<file path="src/rtl/alu_arbiter.sv">
// Round-robin arbiter sharing one combinational ALU between two valid/ready requesters.
// One operation in flight: IDLE accepts, EXEC drives the ALU and captures, RESP holds the result.
package cpu_types_pkg;
    localparam int unsigned WORD_W = 32;
    localparam int unsigned OP_W   = 4;
    localparam int unsigned FLAG_W = 3;

    typedef logic [WORD_W-1:0] word_t;

    typedef enum logic [OP_W-1:0] {
        ALU_SLL, ALU_SRL, ALU_ADD, ALU_SUB, ALU_AND,
        ALU_OR, ALU_XOR, ALU_NOR, ALU_SLT, ALU_SLTU
    } aluop_t;

    typedef struct packed {
        logic [OP_W-1:0] op;
        word_t           a;
        word_t           b;
    } alu_req_t;

    typedef struct packed {
        word_t             result;
        logic [FLAG_W-1:0] flags;
    } alu_resp_t;
endpackage

module alu_arbiter
    import cpu_types_pkg::*;
(
    input  logic              CLK,
    input  logic              nRST,
    input  logic              req0_valid,
    output logic              req0_ready,
    input  logic [OP_W-1:0]   req0_op,
    input  logic [WORD_W-1:0] req0_a,
    input  logic [WORD_W-1:0] req0_b,
    input  logic              req1_valid,
    output logic              req1_ready,
    input  logic [OP_W-1:0]   req1_op,
    input  logic [WORD_W-1:0] req1_a,
    input  logic [WORD_W-1:0] req1_b,
    output logic              resp0_valid,
    input  logic              resp0_ready,
    output logic [WORD_W-1:0] resp0_result,
    output logic [FLAG_W-1:0] resp0_flags,
    output logic              resp1_valid,
    input  logic              resp1_ready,
    output logic [WORD_W-1:0] resp1_result,
    output logic [FLAG_W-1:0] resp1_flags,
    output logic [WORD_W-1:0] alu_port_a,
    output logic [WORD_W-1:0] alu_port_b,
    output logic [OP_W-1:0]   alu_op,
    input  logic [WORD_W-1:0] alu_result,
    input  logic              alu_negative,
    input  logic              alu_overflow,
    input  logic              alu_zero,
    output logic              busy,
    output logic              last_grant
);

    typedef enum logic [1:0] {IDLE, EXEC, RESP} state_t;

    state_t    state_q, state_d;
    logic      owner_q, owner_d;
    logic      last_grant_q, last_grant_d;
    logic      busy_q, busy_d;
    alu_req_t  opnd_q, opnd_d;
    logic [1:0] rvalid_q, rvalid_d;
    alu_resp_t rdata_q [2];
    alu_resp_t rdata_d [2];

    logic grant_vld;
    logic grant;
    logic owner_resp_ready;

    // Round-robin pick: on a tie the requester not served last wins.
    always_comb begin
        grant_vld = req0_valid | req1_valid;
        grant     = (req0_valid && req1_valid) ? ~last_grant_q : req1_valid;
    end

    assign req0_ready       = (state_q == IDLE) && grant_vld && !grant;
    assign req1_ready       = (state_q == IDLE) && grant_vld && grant;
    assign owner_resp_ready = owner_q ? resp1_ready : resp0_ready;

    always_comb begin
        state_d      = state_q;
        owner_d      = owner_q;
        last_grant_d = last_grant_q;
        opnd_d       = opnd_q;
        rvalid_d     = rvalid_q;
        rdata_d      = rdata_q;
        unique case (state_q)
            IDLE: begin
                if (grant_vld) begin
                    opnd_d       = grant ? '{op: req1_op, a: req1_a, b: req1_b}
                                         : '{op: req0_op, a: req0_a, b: req0_b};
                    owner_d      = grant;
                    last_grant_d = grant;
                    state_d      = EXEC;
                end
            end
            EXEC: begin
                // ALU is combinational, so its output reflects opnd_q this cycle.
                rdata_d[owner_q]  = '{result: alu_result,
                                      flags:  {alu_overflow, alu_negative, alu_zero}};
                rvalid_d[owner_q] = 1'b1;
                state_d           = RESP;
            end
            RESP: begin
                if (owner_resp_ready) begin
                    rvalid_d[owner_q] = 1'b0;
                    state_d           = IDLE;
                end
            end
            default: state_d = IDLE;
        endcase
        busy_d = (state_d != IDLE);
    end

    always_ff @(posedge CLK or negedge nRST) begin
        if (!nRST) begin
            state_q      <= IDLE;
            owner_q      <= 1'b0;
            last_grant_q <= 1'b1;
            busy_q       <= 1'b0;
            opnd_q       <= '{op: OP_W'(ALU_SLL), a: '0, b: '0};
            rvalid_q     <= '0;
            rdata_q      <= '{default: '0};
        end else begin
            state_q      <= state_d;
            owner_q      <= owner_d;
            last_grant_q <= last_grant_d;
            busy_q       <= busy_d;
            opnd_q       <= opnd_d;
            rvalid_q     <= rvalid_d;
            rdata_q      <= rdata_d;
        end
    end

    assign alu_port_a   = opnd_q.a;
    assign alu_port_b   = opnd_q.b;
    assign alu_op       = opnd_q.op;
    assign resp0_valid  = rvalid_q[0];
    assign resp1_valid  = rvalid_q[1];
    assign resp0_result = rdata_q[0].result;
    assign resp0_flags  = rdata_q[0].flags;
    assign resp1_result = rdata_q[1].result;
    assign resp1_flags  = rdata_q[1].flags;
    assign busy         = busy_q;
    assign last_grant   = last_grant_q;

endmodule

</file>
<file path="config.mk">
export PLATFORM = sky130hd
export DESIGN_NAME = alu_arbiter
export DESIGN_NICKNAME = d
export VERILOG_FILES = /design/src/rtl/alu_arbiter.sv
export SDC_FILE = /design/constraint.sdc
export NUM_CORES = 1
export LEC_CHECK = 0
export CAP_MARGIN = 20
export CELL_PAD_IN_SITES_DETAIL_PLACEMENT = 1
export CELL_PAD_IN_SITES_GLOBAL_PLACEMENT = 1
export CORE_MARGIN = 2
export CORE_UTILIZATION = 32
export DETAILED_ROUTE_END_ITERATION = 12
export MAX_ROUTING_LAYER = met4
export PLACE_DENSITY = 0.82
export SLEW_MARGIN = 20
export SYNTH_ARGS = -nofsm -noshare
export SYNTH_HDL_FRONTEND = slang
export SYNTH_SLANG_ARGS = --single-unit
</file>
<file path="constraint.sdc">
create_clock -name CLK -period 3.6 [get_ports CLK]
set_input_delay 0.9 -clock CLK [delete_from_list [all_inputs] [get_ports CLK]]
set_output_delay 0.9 -clock CLK [all_outputs]
set_load 0.02 [all_outputs]
</file>
==> impl_metrics.env, run 1 <==
export IMPL_post_drt_wl_per_cell_um=21.7
export IMPL_nFillCells=1806
export IMPL_max_cap_violations=0
export IMPL_synthAdderAreaFrac=0
export IMPL_coreArea_mm2=0.0181
export IMPL_ctsHoldBuffers=0
export IMPL_grt_ovfl_total=0
export IMPL_first_global_vias=5559
export IMPL_die_h_um=141
export IMPL_portBuffers=320
export IMPL_powerDensity_mw_per_mm2=978
export IMPL_critPathKind="primary input to output port"
export IMPL_syn_nets=591
export IMPL_drc=0
export IMPL_hpwl_mm=15.1
export IMPL_cts_path_max_buffers=2
export IMPL_timing_final_crit_share=0.902
export IMPL_cts_buffers=17
export IMPL_fin_skew_ps=11.8
export IMPL_critPathMaxFanout=3
export IMPL_reg2reg_to="alu_port_a[29]$_DFFE_PN0P_"
export IMPL_root_buffer="clkbuf_16"
export IMPL_place_congestion=0.786
export IMPL_cts_resized=0
export IMPL_cts_tree="yes"
export IMPL_post_cts_buffers=0
export IMPL_synth_compound_area_share=0.209
export IMPL_crit_path_start="req0_valid"
export IMPL_hold_class="primary input to asynchronous set/reset pin"
export IMPL_synth_top_family_by_area="compound AO/OA/AOI/OAI gates"
export IMPL_min_period_ps=3250
export IMPL_intPower_uw=6060
export IMPL_io_pins=321
export IMPL_start_util=0.329
export IMPL_p_comb_frac=0.511
export IMPL_hold_violations=0
export IMPL_initialDrtViolationCount=159
export IMPL_track_usage=0.220
export IMPL_syn_area_mm2=0.00597
export IMPL_wirelength_mm=21.0
export IMPL_setup_viol=0
export IMPL_r2r_cells=5
export IMPL_rr_startpoint="state_q[0]$_DFF_PN0_"
export IMPL_slew_viol_final=0
export IMPL_grt_start_max_net_pins=74
export IMPL_p_sw_uw=3650
export IMPL_seqPwrFrac=0.304
export IMPL_ys_ff_latch=145
export IMPL_synth_simple_area_share=0.0132
export IMPL_cts_sinks=145
export IMPL_ctsHtreeMaxLevel=4
export IMPL_grt_pass1_wl_mm=32.2
export IMPL_yosys_area_share_xor_xnor=0
export IMPL_rows=49
export IMPL_syn_inst=414
export IMPL_fin_nets=901
export IMPL_ff2ff_setup_slack_ps=1600
export IMPL_vias=5002
export IMPL_p_leak_uw=0.00405
export IMPL_yosysSeqAreaShare=0.608
export IMPL_end_kind="output port"
export IMPL_die_w_um=141
export IMPL_status="completed"
export IMPL_diodes=0
export IMPL_worstMarginPinSlew_ps=790
export IMPL_setup_tns_ps=0
export IMPL_yosys_warnings=0
export IMPL_clkPwrFrac=0.186
export IMPL_worstSkewPairLatency_ps=420
export IMPL_crit_end="req0_ready"
export IMPL_cp_data_arrival_time_ps=2350
export IMPL_required_ps=2700
export IMPL_maxSlewHeadroom=0.473
export IMPL_muxShareOfSynthArea=0.132
export IMPL_crit_path_start_kind="primary input"
export IMPL_firstDrtPassIters=4
export IMPL_die_area_mm2=0.0198
export IMPL_max_vdd_ir_drop_mv=0.746
export IMPL_max_freq_ghz=0.308
export IMPL_clk_pin_slew_ps=60
export IMPL_p_sw_frac=0.376
export IMPL_vias_per_cell=5.18
export IMPL_antenna_found_initial=0
export IMPL_rsz0062_at_grt="no"
export IMPL_finalPower_uw=9710
export IMPL_ant_nets=0
export IMPL_synth_avg_cell_area_um2=14.4
export IMPL_drive_above_1_share=0.153
export IMPL_synth_cell_types=25
export IMPL_areaGrowthSynthToFinish_pct=66.4
## kinds of logic (layout without fill, tap and decap cells)
logic type	count (synthesis)	count (layout)
AOI/OAI and AO/OA	145	145
muxes	70	70
and+or+nand+nor	15	15
DFF	145	145
buffers and inverters	39	362
## synthesized netlist by cell type
cell / instances / area [um2]
a21oi_1: 4 / 20.0
and3_1: 1 / 6.26
and2_1: 1 / 6.26
mux2_1: 5 / 56.3
nor2b_1: 1 / 6.26
buf_4: 3 / 22.5
nor2_1: 3 / 11.3
dfstp_2: 1 / 26.3
or2_1: 1 / 6.26
and2b_1: 1 / 7.51
clkbuf_1: 15 / 56.3
dfrtp_1: 144 / 3600
nand2_1: 3 / 11.3
o21a_1: 70 / 526
inv_2: 1 / 3.75
buf_2: 12 / 60.1
mux2_2: 65 / 732
or2_2: 1 / 6.26
a221o_1: 68 / 681
nand2b_1: 2 / 12.5
inv_1: 1 / 3.75
nand3_1: 1 / 5.00
buf_6: 7 / 78.8
a31o_2: 1 / 8.76
o21ai_0: 2 / 10.0
## sequential cells by signal (all words and copies together), names as in the netlist, named ones only
| register | cells |
|---|---|
| alu_op | 4 |
| resp1_flags | 3 |
| alu_port_a | 32 |
| state_q | 2 |
| last_grant | 1 |
| alu_port_b | 32 |
| resp1_result | 32 |
| resp0_result | 32 |
| owner_q | 1 |
| resp0_flags | 3 |
| busy | 1 |
## power by group through the flow
stage	Combinational [uW]	Clock (uW)	Sequential, uW
after floorplan	1730	0	3870
after CTS	5000	1850	2960
final	4960	1800	2950
after global placement	4820	0	2900
after global routing	5230	1920	3060
after detailed placement	4980	0	2970
## layer usage
metal  vias up  global-route usage  share of wire
met5         -                   -              0
met1      2533               0.258           0.41
met2       235               0.367           0.50
met4         0              0.0811          0.023
li1       2205                   -              -
met3        29              0.0574          0.064
## worst max-delay path, cell delays in order
cell	delay (ps)
clkdlybuf4s50_1	570
nand3_1	180
inv_2	90
clkdlybuf4s50_1	600
## cell type report
cell class	instances	area, um2	area share
clock buffer	17	425	0.0428
clock inverter	15	170	0.0171
inverter	2	7.51	0.000756
multi-input combinational	230	2120	0.214
sequential	145	3630	0.366
tap	229	287	0.0289
timing repair buffer	328	3290	0.331
## cells in the final DEF (no fill, tap or decap), types with 2 or more instances in the layout
| cell | synthesis | final |
|---|---|---|
| a21oi_1 | 4 | 4 |
| a221o_1 | 68 | 68 |
| buf_12 | 0 | 2 |
| buf_4 | 3 | 6 |
| bufinv_16 | 0 | 2 |
| clkbuf_16 | 0 | 17 |
| clkdlybuf4s50_1 | 0 | 319 |
| clkinvlp_4 | 0 | 4 |
| dfrtp_1 | 144 | 144 |
| inv_6 | 0 | 6 |
| inv_8 | 0 | 2 |
| mux2_1 | 5 | 5 |
| mux2_2 | 65 | 65 |
| nand2_1 | 3 | 3 |
| nand2b_1 | 2 | 2 |
| nor2_1 | 3 | 2 |
| o21a_1 | 70 | 70 |
| o21ai_0 | 2 | 2 |
| or2_2 | 1 | 2 |
## per-stage QoR
stage	utilization	cells	worst slack [ps]	cell area, um2	hold slack [ps]
5_1_grt	0.547	966	304	9930	507
3_3_place_gp	0.514	934	381	9330	467
2_1_floorplan	-	414	1110	5970	482
3_5_place_dp	0.514	934	360	9330	480
4_1_cts	0.547	966	352	9930	495
6_report	0.547	966	354	9930	491
## how the worst min path moves through the flow
stage	cells after the start	startpoint	to	slack, ps
finish	1	nRST	resp0_result[10]$_DFFE_PN0P_	490
detailed placement	1	resp0_result[30]$_DFFE_PN0P_	resp0_result[30]$_DFFE_PN0P_	480
CTS	1	resp0_result[30]$_DFFE_PN0P_	resp0_result[30]$_DFFE_PN0P_	500
floorplan	1	state_q[1]$_DFF_PN0_	flip-flop	480
global placement	1	resp0_result[3]$_DFFE_PN0P_	resp0_result[3]$_DFFE_PN0P_	470
global route	1	resp0_result[5]$_DFFE_PN0P_	resp0_result[5]$_DFFE_PN0P_	510
Power figures use the tool's default switching activity.
==> inputs of run 2 (changes only) <==
Settings changed: CORE_UTILIZATION 32 to 29, CTS_CLUSTER_DIAMETER set to 30, PLACE_DENSITY 0.82 to 0.75, SKIP_LAST_GASP set to 1.
==> run 2 against run 1 <==
  * Utilization down 5.0 points
  * Sequential power hardly changed
  * Critical path depth grew 1
  * Total power increased by 2.1%
  * Worst hold slack worse by 4.7 ps
  * Sequential share of layout area decreased by 0.51 points
  * Routed wire length shrank 1.6%
  * Via count up 0.56%
  * Cell area rose by 1.4%
  * Clock skew grew 4.4 ps
==> impl_metrics.env, run 2 (same netlist as run 1, synthesis figures left out) <==
export IMPL_worstHoldPathCells=1
export IMPL_areaGrowthSynthToFinish_pct=68.8
export IMPL_cpMostUsedCell="clkdlybuf4s50_1"
export IMPL_dp_cells=974
export IMPL_maxSlewHeadroom=0.422
export IMPL_end_kind="output port"
export IMPL_layout_commonest_cell="clkdlybuf4s50_1"
export IMPL_post_cts_buffers=0
export IMPL_portBuffers=320
export IMPL_reg2reg_to="busy$_DFF_PN0_"
export IMPL_fin_nets=900
export IMPL_worstHoldStart="resp0_result[4]$_DFFE_PN0P_"
export IMPL_p_leak_uw=0.00409
export IMPL_critPathMaxFanout=3
export IMPL_path_delay_family="buffers and inverters"
export IMPL_start_util=0.295
export IMPL_r2r_cells=4
export IMPL_cts_tree="yes"
export IMPL_rsz0062_at_grt="no"
export IMPL_setup_tns_ps=0
export IMPL_post_drt_wl_per_cell_um=20.5
export IMPL_hold_class="flip-flop to flip-flop"
export IMPL_critPathMaxStageDelay_ps=630
export IMPL_clk_pin_slew_ps=60
export IMPL_wirelength_mm=20.6
export IMPL_hold_violations=0
export IMPL_hpwl_mm=15.1
export IMPL_slowest_stage="clkdlybuf4s50_1"
export IMPL_cts_sinks=145
export IMPL_nFillCells=2049
export IMPL_io_pins=321
export IMPL_fin_cells=1008
export IMPL_timing_final_crit_share=0.913
export IMPL_firstDrtPassIters=4
export IMPL_min_period_ps=3290
export IMPL_die_area_mm2=0.0217
export IMPL_die_h_um=147
export IMPL_ant_nets=0
export IMPL_max_freq_ghz=0.304
export IMPL_drive_above_1_share=0.152
export IMPL_root_buffer="clkbuf_16"
export IMPL_required_ps=2700
export IMPL_cp_data_arrival_time_ps=2390
export IMPL_ff2ff_setup_slack_ps=1400
export IMPL_worstMarginPinSlew_ps=867
export IMPL_first_global_vias=5716
export IMPL_max_cap_violations=0
export IMPL_grt_ovfl_total=0
export IMPL_powerDensity_mw_per_mm2=984
export IMPL_path_cells="clkdlybuf4s50_1, nand2b_1, nand3_1, inv_2, clkdlybuf4s50_1"
export IMPL_drc=0
export IMPL_worstSkewPairLatency_ps=420
export IMPL_grt_start_max_net_pins=89
export IMPL_cts_buffers=17
export IMPL_rr_startpoint="state_q[0]$_DFF_PN0_"
export IMPL_vias_per_cell=4.99
export IMPL_ctsHoldBuffers=0
export IMPL_setup_viol=0
export IMPL_track_usage=0.197
export IMPL_ctsHtreeMaxLevel=4
export IMPL_grt_pass1_wl_mm=31.8
export IMPL_max_vdd_ir_drop_mv=0.345
export IMPL_multiInputGateArea_mm2=0.00212
export IMPL_status="completed"
export IMPL_die_w_um=147
export IMPL_cts_path_max_buffers=2
export IMPL_crit_path_start_kind="primary input"
export IMPL_coreArea_mm2=0.0202
export IMPL_fin_skew_ps=16.2
export IMPL_worstHoldEndpoint="resp0_result[4]$_DFFE_PN0P_"
export IMPL_critPathKind="primary input to output port"
export IMPL_final_cell_mix="clkdlybuf4s50_1, dfrtp_1, o21a_1, a221o_1, mux2_2"
export IMPL_slew_viol_final=0
export IMPL_antenna_found_initial=2
export IMPL_finalPower_uw=9910
export IMPL_cts_resized=0
export IMPL_critPathBufInv=3
export IMPL_seq_area_mm2=0.00363
export IMPL_vias=5030
export IMPL_rows=52
export IMPL_place_congestion=0.837
export IMPL_initialDrtViolationCount=139
## run 2: metal layers
metal / part of all wire / up-vias / track usage
met5: 0 / - / -
met4: 0.034 / 0 / 0.0861
met3: 0.070 / 42 / 0.0559
met2: 0.50 / 239 / 0.326
met1: 0.40 / 2540 / 0.223
li1: - / 2209 / -
## run 2: how the worst max path moves through the flow
| stage | start | end | cells past startpoint |
|---|---|---|---|
| 4_1_cts | req1_valid | req0_ready | 5 |
| 2_1_floorplan | req0_valid | req1_ready | 4 |
| 5_1_grt | req1_valid | req0_ready | 5 |
| 3_3_place_gp | req1_valid | req0_ready | 5 |
| 6_report | req1_valid | req0_ready | 5 |
| 3_5_place_dp | req1_valid | req0_ready | 5 |
## run 2: per-stage QoR
| stage | hold WS (ps) | utilization | instance area, um2 | setup WS (ps) |
|---|---|---|---|---|
| global placement | 470 | 0.463 | 9380 | 305 |
| floorplan | 482 | - | 5970 | 1110 |
| global route | 511 | 0.498 | 10100 | 247 |
| detailed placement | 483 | 0.463 | 9380 | 300 |
| CTS | 496 | 0.497 | 10100 | 300 |
| finish | 486 | 0.498 | 10100 | 312 |
## run 2: layout make-up
type / count / area share
tap: 270 / 0.0335
sequential: 145 / 0.360
multi-input combinational: 230 / 0.211
clock buffer: 18 / 0.0436
timing repair buffer: 327 / 0.326
inverter: 2 / 0.000746
clock inverter: 14 / 0.0246
antenna: 2 / 0.000497
## run 2: power breakdown
group	internal, uW	leakage, uW	switching (uW)	total [uW]
registers	2460	0.00175	482	2940
logic	2560	0.00202	2370	4920
clock network	1330	0.000329	716	2050
